[src/rtl/ft_recovery_ctrl.sv]
// Lockstep recovery sequencer: shadows matching regfile writes of two cores and, on divergence,
// halts both cores, restores x1..x31 and the NPC through their debug ports, then resumes them.
module ft_recovery_ctrl #(
  parameter int HALT_TIMEOUT = 64,
  parameter int FIRST_REG    = 1
) (
  input  logic        clk_i,
  input  logic        rst_i,
  input  logic        we_a_i,
  input  logic        we_b_i,
  input  logic [4:0]  waddr_a_i,
  input  logic [4:0]  waddr_b_i,
  input  logic [31:0] wdata_a_i,
  input  logic [31:0] wdata_b_i,
  input  logic [31:0] pc_i,
  input  logic        halted_a_i,
  input  logic        halted_b_i,
  input  logic        gnt_a_i,
  input  logic        gnt_b_i,
  output logic        dbg_req_o,
  output logic        dbg_we_o,
  output logic [14:0] dbg_addr_o,
  output logic [31:0] dbg_wdata_o,
  output logic        dbg_halt_o,
  output logic        dbg_resume_o,
  output logic        busy_o,
  output logic        fatal_o,
  output logic [7:0]  rec_count_o
);

  localparam int TW = (HALT_TIMEOUT > 1) ? $clog2(HALT_TIMEOUT) : 1;
  localparam logic [TW-1:0] TIMER_LAST = TW'(HALT_TIMEOUT - 1);

  typedef enum logic [2:0] {
    S_IDLE   = 3'd0,
    S_HALT   = 3'd1,
    S_WAIT   = 3'd2,
    S_WR_GPR = 3'd3,
    S_WR_PC  = 3'd4,
    S_RESUME = 3'd5,
    S_FAIL   = 3'd6
  } state_t;

  state_t        state_r, state_s;
  logic [TW-1:0] timer_r, timer_s;
  logic [4:0]    idx_r, idx_s;
  logic          gap_r, gap_s;
  logic          flag_a_r, flag_a_s, flag_b_r, flag_b_s;
  logic [7:0]    rec_s;
  logic [31:0]   shadow_r [0:31];
  logic [31:0]   pc_ckpt_r;

  logic          req_s, halt_s;
  logic [14:0]   addr_s;
  logic [31:0]   wdata_s;

  logic match_s, mismatch_s, shadow_we_s, done_s;

  assign match_s     = we_a_i & we_b_i & (waddr_a_i == waddr_b_i) & (wdata_a_i == wdata_b_i);
  assign mismatch_s  = (we_a_i ^ we_b_i) |
                       (we_a_i & we_b_i & ((waddr_a_i != waddr_b_i) | (wdata_a_i != wdata_b_i)));
  assign shadow_we_s = (state_r == S_IDLE) & match_s & (waddr_a_i != 5'd0);
  // A beat completes once each core has granted, in the same or in different cycles.
  assign done_s      = dbg_req_o & (flag_a_r | gnt_a_i) & (flag_b_r | gnt_b_i);

  // Next-state logic plus the next value of every registered output.
  always_comb begin
    state_s  = state_r;
    timer_s  = timer_r;
    idx_s    = idx_r;
    gap_s    = 1'b0;
    flag_a_s = flag_a_r;
    flag_b_s = flag_b_r;
    rec_s    = rec_count_o;
    case (state_r)
      S_IDLE: begin
        if (mismatch_s) state_s = S_HALT;
        else            state_s = S_IDLE;
      end
      S_HALT: begin
        timer_s = '0;
        state_s = S_WAIT;
      end
      S_WAIT: begin
        if (halted_a_i & halted_b_i) begin
          state_s  = S_WR_GPR;
          idx_s    = 5'(FIRST_REG);
          flag_a_s = 1'b0;
          flag_b_s = 1'b0;
        end else if (timer_r == TIMER_LAST) begin
          state_s = S_FAIL;
        end else begin
          timer_s = timer_r + TW'(1);
        end
      end
      S_WR_GPR, S_WR_PC: begin
        if (done_s) begin
          flag_a_s = 1'b0;
          flag_b_s = 1'b0;
          gap_s    = 1'b1;
          if (state_r == S_WR_PC) begin
            state_s = S_RESUME;
            if (rec_count_o != 8'hFF) rec_s = rec_count_o + 8'd1;
            else                      rec_s = rec_count_o;
          end else if (idx_r == 5'd31) begin
            state_s = S_WR_PC;
          end else begin
            idx_s = idx_r + 5'd1;
          end
        end else begin
          flag_a_s = flag_a_r | (dbg_req_o & gnt_a_i);
          flag_b_s = flag_b_r | (dbg_req_o & gnt_b_i);
        end
      end
      S_RESUME: state_s = S_IDLE;
      S_FAIL:   state_s = S_FAIL;
      default:  state_s = S_IDLE;
    endcase

    req_s  = ((state_s == S_WR_GPR) | (state_s == S_WR_PC)) & ~gap_s;
    halt_s = state_s inside {S_HALT, S_WAIT, S_WR_GPR, S_WR_PC, S_FAIL};
    if (req_s) begin
      if (state_s == S_WR_PC) begin
        addr_s  = 15'h2000;
        wdata_s = pc_ckpt_r + 32'd4;
      end else begin
        addr_s  = 15'h0400 + {8'd0, idx_s, 2'b00};
        wdata_s = shadow_r[idx_s];
      end
    end else begin
      addr_s  = 15'd0;
      wdata_s = 32'd0;
    end
  end

  // Sequencer state and registered outputs.
  always_ff @(posedge clk_i) begin
    if (rst_i) begin
      state_r      <= S_IDLE;
      timer_r      <= '0;
      idx_r        <= 5'd0;
      gap_r        <= 1'b0;
      flag_a_r     <= 1'b0;
      flag_b_r     <= 1'b0;
      dbg_req_o    <= 1'b0;
      dbg_we_o     <= 1'b0;
      dbg_addr_o   <= 15'd0;
      dbg_wdata_o  <= 32'd0;
      dbg_halt_o   <= 1'b0;
      dbg_resume_o <= 1'b0;
      busy_o       <= 1'b0;
      fatal_o      <= 1'b0;
      rec_count_o  <= 8'd0;
    end else begin
      state_r      <= state_s;
      timer_r      <= timer_s;
      idx_r        <= idx_s;
      gap_r        <= gap_s;
      flag_a_r     <= flag_a_s;
      flag_b_r     <= flag_b_s;
      dbg_req_o    <= req_s;
      dbg_we_o     <= req_s;
      dbg_addr_o   <= addr_s;
      dbg_wdata_o  <= wdata_s;
      dbg_halt_o   <= halt_s;
      dbg_resume_o <= (state_s == S_RESUME);
      busy_o       <= (state_s != S_IDLE);
      fatal_o      <= (state_s == S_FAIL);
      rec_count_o  <= rec_s;
    end
  end

  // Shadow regfile and checkpoint PC, fed only by agreeing writes while idle.
  always_ff @(posedge clk_i) begin
    if (rst_i) begin
      for (int i = 0; i < 32; i++) shadow_r[i] <= 32'd0;
      pc_ckpt_r <= 32'd0;
    end else if (shadow_we_s) begin
      shadow_r[waddr_a_i] <= wdata_a_i;
      pc_ckpt_r           <= pc_i;
    end else begin
      pc_ckpt_r <= pc_ckpt_r;
    end
  end

endmodule

[config.mk]
export PLATFORM = sky130hd
export DESIGN_NAME = ft_recovery_ctrl
export DESIGN_NICKNAME = d
export VERILOG_FILES = /design/src/rtl/ft_recovery_ctrl.sv
export SDC_FILE = /design/constraint.sdc
export NUM_CORES = 2
export LEC_CHECK = 0
export BUFFER_PORTS_ARGS = -buffer_cell sky130_fd_sc_hd__buf_2
export CAP_MARGIN = 0
export CORE_ASPECT_RATIO = 2
export CORE_MARGIN = 2
export CORE_UTILIZATION = 35
export DETAILED_ROUTE_END_ITERATION = 12
export PLACE_DENSITY_LB_ADDON = 0.1
export SETUP_SLACK_MARGIN = 0.4
export SYNTH_ARGS = -nofsm -noshare
export SYNTH_HDL_FRONTEND = slang
export SYNTH_SLANG_ARGS = --single-unit
[constraint.sdc]
create_clock -name clk_i -period 7.5 [get_ports clk_i]
set_input_delay 0.75 -clock clk_i [delete_from_list [all_inputs] [get_ports clk_i]]
set_output_delay 0.75 -clock clk_i [all_outputs]
set_load 0.01 [all_outputs]
**Yosys cells after proc, flatten, opt, wreduce, memory -nomap -nowiden**

Memories as Yosys holds them, arrays and structs flattened.
Cells that the tools add are included.
Widths: inputs -> output; s select.

- Register bits: 108
- Memory bits (writable): 1024
- Input port bits: 114
- Memories: 1

Memory list:

| memory | depth | bits a word | rd ports | clocked after memory_dff | write ports | RTL line | text |
|---|---|---|---|---|---|---|---|
| shadow_r | 32 | 32 | 1 | 0 | 32 | 50 | `logic [31:0] shadow_r [0:31];` |

- Add/subtract/negate cells: 5
- Equality and inequality tests: 21
- Mux-type cells: 32
- Bitwise gates (word level): 22
- Reduce and logical (&&, ||, !) cells: 13

Operators with widths:

| kind | count |
|---|---|
| $mux 32 | 2 |
| $add 32x3->32 const B | 1 |
| $eq 32x32->1 | 1 |
| $ne 32x32->1 | 1 |
| $reduce_or 32->1 | 1 |
| $mux 5 | 5 |
| $eq 3x3->1 const B | 5 |
| $mux 3 | 5 |
| $pmux 3 s5 | 1 |
| $mux 14 | 1 |
| $add 11x7->12 const A | 1 |
| $and 1x1->1 | 12 |
| $eq 3x2->1 const B | 4 |
| $mux 1 | 12 |
| $mux 6 | 2 |
| $pmux 6 s2 | 1 |
| $pmux 5 s2 | 1 |
| $reduce_bool 5->1 | 2 |
| $add 8x1->8 const B | 1 |
| $ne 8x8->1 const B | 1 |
| $or 1x1->1 | 7 |
| $add 6x1->6 const B | 1 |
| $eq 3x1->1 const B | 2 |
| $eq 6x6->1 const B | 1 |
| other kinds (16) | 22 |

**Longest topological paths before layout**

- Depth in word-level cells: 11
- Depth in mapped cells: 13

**Worst setup path before layout**

Ideal clock, no wire load.

- Path type: in2reg
- Start: in waddr_a_i[3]
- End: mem shadow_r[13][0] (enable)
- Library setup time: 0.375 ns
- Arrival: 2.994 ns
- Required time: 7.125 ns
- Slack: 4.132 ns
- Stages on the path: 9
- Cells stage by stage: clkbuf_1 xnor2_1 nand4_1 nor4_2 nand4_1 nor2_1 nand3b_1 nor2_1 or2_2

RTL lines:

| what | RTL line | text |
|---|---|---|
| start, declared | 11 | `input logic [4:0] waddr_a_i,` |
| end, declared | 50 |  |

==> results_tabular.tex <==
\begin{tabular}{lr}
\hline
Metric & Value \\
\hline
\multicolumn{2}{l}{\textbf{Status}} \\
\quad Run status & finished clean \\
\multicolumn{2}{l}{\textbf{Clock tree}} \\
\quad CTS tree & built \\
\quad CTS clock-pin slew for the worst setup and hold paths & 0.07 ns \\
\quad Maximum root-to-sink buffer count & 3 \\
\quad Total CTS buffers & 104 \\
\quad Deepest level of the CTS H-tree & 3 \\
\quad Post-cts sizing count & 0 \\
\quad Clock latency of the later-clocked register in the worst-skew pair & 0.73 ns \\
\quad Number of hold-repair buffers added at the cts stage & 0 \\
\quad Total clock sinks & 1124 \\
\quad Root buf cell & sky130\_fd\_sc\_hd\_\_clkbuf\_16 \\
\quad Post-CTS Repair Setup Buffers & 0 \\
\multicolumn{2}{l}{\textbf{Timing}} \\
\quad Final worst path period share & 68.44\% \\
\quad Final Hold Vio Count & 0 \\
\quad Highest clock frequency the design can meet & 194.8 MHz \\
\quad Worst Clk Skew & 0.02462 ns \\
\quad Number of pins with negative max-slew slack in the final report & 0 \\
\quad Total negative setup slack & 0 ns \\
\quad Minimum clock period after layout & 5.133 ns \\
\quad Slew HR & 16.31\% \\
\quad \# setup viols final & 0 \\
\quad Unrepaired setup endpoints after global routing & no \\
\quad Tightest Pin Transition & 1.255 ns \\
\multicolumn{2}{l}{\textbf{Min path}} \\
\quad Hold Path Sink & pc\_ckpt\_r[31]\$\_SDFFE\_PP0P\_ \\
\quad Startpoint of the worst hold path & pc\_i[31] \\
\quad Hold Crit Depth & 3 \\
\quad Type of the most critical hold path & in2reg \\
\multicolumn{2}{l}{\textbf{Setup path}} \\
\quad Register-to-register setup slack & 2.41 ns \\
\quad Required time of the worst setup path & 7.84 ns \\
\quad Most used cell, CP & sky130\_fd\_sc\_hd\_\_nand4\_1 \\
\quad Cells along the critical path & buf\_2, xnor2\_1, nand4\_1, nor4\_1, nand4\_1, nor2\_1, nand3\_1, nor2\_2, buf\_4, or2\_2 \\
\quad Arrival time of data at the critical path endpoint & 5.47 ns \\
\quad Reg-to-reg startpoint & idx\_r[0]\$\_SDFF\_PP0\_ \\
\quad Crit. End Element & flip-flop \\
\quad R2R depth & 11 \\
\quad Worst Setup Start Kind & input pin \\
\quad Critical register-to-register path endpoint & dbg\_wdata\_o[17]\$\_SDFF\_PP0\_ \\
\quad Largest fanout on the critical path & 33 \\
\quad Path type of the worst setup path & in2reg \\
\quad Crit-path leading delay family & simple AND/OR/NAND/NOR gates \\
\quad Buf/Inv on CP & 2 \\
\quad Maximum cell stage delay along the critical path & 0.91 ns \\
\quad Slowest cell on the critical path & sky130\_fd\_sc\_hd\_\_or2\_2 \\
\multicolumn{2}{l}{\textbf{GRT}} \\
\quad Maximum number of pins on one net before global-route repair & 117 \\
\quad Total GRT Usage & 25.50\% \\
\quad Via count of the first global-routing pass & 36960 \\
\quad Antenna violations before repair & 16 \\
\quad Global-route congestion overflow total & 0 \\
\quad Wire length of the first global-routing pass & 278200 µm \\
\multicolumn{2}{l}{\textbf{Floorplanning}} \\
\quad Die boundary width & 278.6 µm \\
\quad Die footprint & 154100 µm² \\
\quad Die extent in y & 553.2 µm \\
\quad Total number of placement rows & 201 \\
\quad Starting density of the core & 35.22\% \\
\quad Floorplan Core Area & 149900 µm² \\
\quad Top-level I/O count & 175 \\
\multicolumn{2}{l}{\textbf{Finish}} \\
\quad Fraction of layout instances using a drive strength above 1 & 11.09\% \\
\quad Area overhead of the layout relative to synthesis & 12.18\% \\
\quad Number of nets in the final layout & 4917 \\
\quad Fin area & 59220 µm² \\
\quad Finished Layout Cells & 6820 \\
\quad Core Util, Final & 39.51\% \\
\multicolumn{2}{l}{\textbf{Route}} \\
\quad Total iterations of the first detailed-routing run & 5 \\
\quad DRC errors left & 0 \\
\quad Overall via count from detail\_route & 36780 \\
\quad First-iteration detailed-routing DRC count & 2676 \\
\quad Detail Route met3 WL & 8572 µm \\
\quad Detail-routed net length per standard cell & 29.24 µm \\
\quad Avg Vias per Cell & 5.393 \\
\quad Aggregate routed wire length & 199400 µm \\
\quad Count of nets left with antenna violations after detail routing & 0 \\
\quad Routed met2 length & 107200 µm \\
\quad Highest metal used & met5 \\
\quad Met1 wire length & 75020 µm \\
\multicolumn{2}{l}{\textbf{Logic synthesis}} \\
\quad Post-synth top area share & 58.25\% \\
\quad Seq cells post-synth & 1124 \\
\quad Leading register cell type out of synthesis & sky130\_fd\_sc\_hd\_\_edfxtp\_1 \\
\quad Count of synthesis-stage warnings from yosys & 0 \\
\quad EDFF count, synth & 1024 \\
\quad Most numerous cell in the Yosys netlist & sky130\_fd\_sc\_hd\_\_edfxtp\_1 \\
\quad Top cells by count, synth & 1024 x sky130\_fd\_sc\_hd\_\_edfxtp\_1, 995 x sky130\_fd\_sc\_hd\_\_and2\_1, 911 x sky130\_fd\_sc\_hd\_\_nand2\_1 \\
\quad Cell area after technology mapping & 52790 µm² \\
\quad Gate count of the mapped netlist & 4809 \\
\quad Sequential-to-total area share from yosys stat & 62.04\% \\
\quad Cell variety after synth & 73 \\
\quad Synth top area cells & sky130\_fd\_sc\_hd\_\_edfxtp\_1 58\%, sky130\_fd\_sc\_hd\_\_and2\_1 12\%, sky130\_fd\_sc\_hd\_\_nand2\_1 6.5\% \\
\quad Mean post-synth cell area & 10.98 µm² \\
\quad FFs w/ async S/R, synth & 0\% \\
\quad Most area-hungry cell type in the Yosys netlist & sky130\_fd\_sc\_hd\_\_edfxtp\_1 \\
\multicolumn{2}{l}{\textbf{Run}} \\
\quad Maxcap violations & 0 \\
\multicolumn{2}{l}{\textbf{Placement}} \\
\quad Sum of net half-perimeters after detailed placement & 130300 µm \\
\quad Placed instance area & 55570 µm² \\
\quad Placer congestion estimate & 0.8490 \\
\quad Count of input and output buffers & 166 \\
\quad Cells after DPL & 6620 \\
\multicolumn{2}{l}{\textbf{Power}} \\
\quad Power density of the placed cells & 237.8 nW/µm² \\
\quad Reported leakage power & 22.23 nW \\
\quad Worst-case vdd ir drop & 0.1936 mV \\
\hline
\end{tabular}
==> state kept, by name, indices dropped and copies added (netlist names) <==
name          cells
shadow_r       1024
dbg_wdata_o      32
pc_ckpt_r        32
rec_count_o       8
dbg_addr_o        7
timer_r           6
idx_r             5
state_r           3
busy_o            1
dbg_halt_o        1
dbg_resume_o      1
dbg_we_o          1
fatal_o           1
flag_a_r          1
flag_b_r          1
==> metrics by stage <==
step	setup WS, ns	hold slack, ns	power, mW
final	2.367	0.2655	14.08
after global routing	2.305	0.2641	14.43
after CTS	2.431	0.2380	14.17
after detailed placement	1.927	0.4886	8.392
after global placement	1.950	0.4885	8.381
after floorplan	4.132	0.4579	7.812
==> cells by family (layout without fill, tap and decap cells) <==
| family | after synthesis | in the layout | share of synthesized area (%) |
|---|---|---|---|
| AND/OR/NAND/NOR | 2568 | 2568 | 24.85 |
| flip-flops | 1124 | 1124 | 62.04 |
| buffers and inverters | 514 | 554 | 4.022 |
| AO/OA/AOI/OAI | 459 | 459 | 6.509 |
| XOR/XNOR | 73 | 73 | 1.211 |
| multiplexers | 65 | 65 | 1.237 |
| adder cells (fa/ha/maj) | 5 | 5 | 0.1185 |
| other | 1 | 44 | 0.007104 |
==> per-layer routing <==
layer  track usage, %  vias up
met5                0        -
met4            10.45        4
met3            2.723      307
met2            47.92     1094
met1            29.09    18700
li1                 -    16680
==> power by group <==
group,switching [mW],internal [mW],leakage [nW]
clock,2.52,3.32,1.75
combinational,0.884,0.266,9.17
sequential,0.0700,7.02,11.3
total,3.48,10.6,22.2
==> layout make-up <==
cell class	instances	area (µm²)
repair buffers	287	1917
multi-input cells	3210	18220
flip-flops and latches	1124	32750
clock buffers	126	2813
fillers	14580	90670
inverters	71	266.5
well taps	1928	2412
diodes	4	10.01
clock inverters	70	823.3
==> cells in the final DEF, fill, tap and decap left out, types with 14 or more instances in the layout <==
master,n
sky130_fd_sc_hd__a211oi_1,68
sky130_fd_sc_hd__a21oi_1,30
sky130_fd_sc_hd__a311oi_1,118
sky130_fd_sc_hd__a31oi_1,95
sky130_fd_sc_hd__and2_1,994
sky130_fd_sc_hd__and3_1,43
sky130_fd_sc_hd__and4_1,19
sky130_fd_sc_hd__buf_12,14
sky130_fd_sc_hd__buf_2,165
sky130_fd_sc_hd__buf_4,108
sky130_fd_sc_hd__bufinv_16,19
sky130_fd_sc_hd__clkbuf_1,16
sky130_fd_sc_hd__clkbuf_16,110
sky130_fd_sc_hd__clkinv_1,29
sky130_fd_sc_hd__clkinv_2,14
sky130_fd_sc_hd__conb_1,40
sky130_fd_sc_hd__dfxtp_1,100
sky130_fd_sc_hd__edfxtp_1,1024
sky130_fd_sc_hd__inv_1,69
sky130_fd_sc_hd__mux2i_1,63
sky130_fd_sc_hd__nand2_1,911
sky130_fd_sc_hd__nand3_1,380
sky130_fd_sc_hd__nand4_1,25
sky130_fd_sc_hd__nor2_1,86
sky130_fd_sc_hd__nor2_2,34
sky130_fd_sc_hd__o211ai_1,45
sky130_fd_sc_hd__o21ai_0,29
sky130_fd_sc_hd__or2_2,32
sky130_fd_sc_hd__xnor2_1,48
sky130_fd_sc_hd__xor2_1,25
==> how the worst max path moves through the flow <==
| stage | slack [ns] | start | to | cells past startpoint |
|---|---|---|---|---|
| 5_1_grt | 2.31 | idx_r[0]$_SDFF_PP0_ | dbg_wdata_o[3]$_SDFF_PP0_ | 12 |
| 3_3_place_gp | 1.95 | wdata_a_i[28] | shadow_r[22][24]$_SDFFCE_PN0P_ | 10 |
| 2_1_floorplan | 4.13 | waddr_a_i[3] | shadow_r[13][0]$_SDFFCE_PN0P_ | 9 |
| 4_1_cts | 2.43 | idx_r[0]$_SDFF_PP0_ | dbg_wdata_o[10]$_SDFF_PP0_ | 11 |
| 6_report | 2.37 | wdata_a_i[17] | shadow_r[27][29]$_SDFFCE_PN0P_ | 10 |
| 3_5_place_dp | 1.93 | wdata_a_i[28] | shadow_r[27][29]$_SDFFCE_PN0P_ | 10 |
==> tightest hold or removal path, cell delays in order <==
cell,delay [ns]
sky130_fd_sc_hd__buf_2,0.08
sky130_fd_sc_hd__mux2i_1,0.05
sky130_fd_sc_hd__nor2_1,0.07
Note: power is estimated with default switching activity, not from simulation.
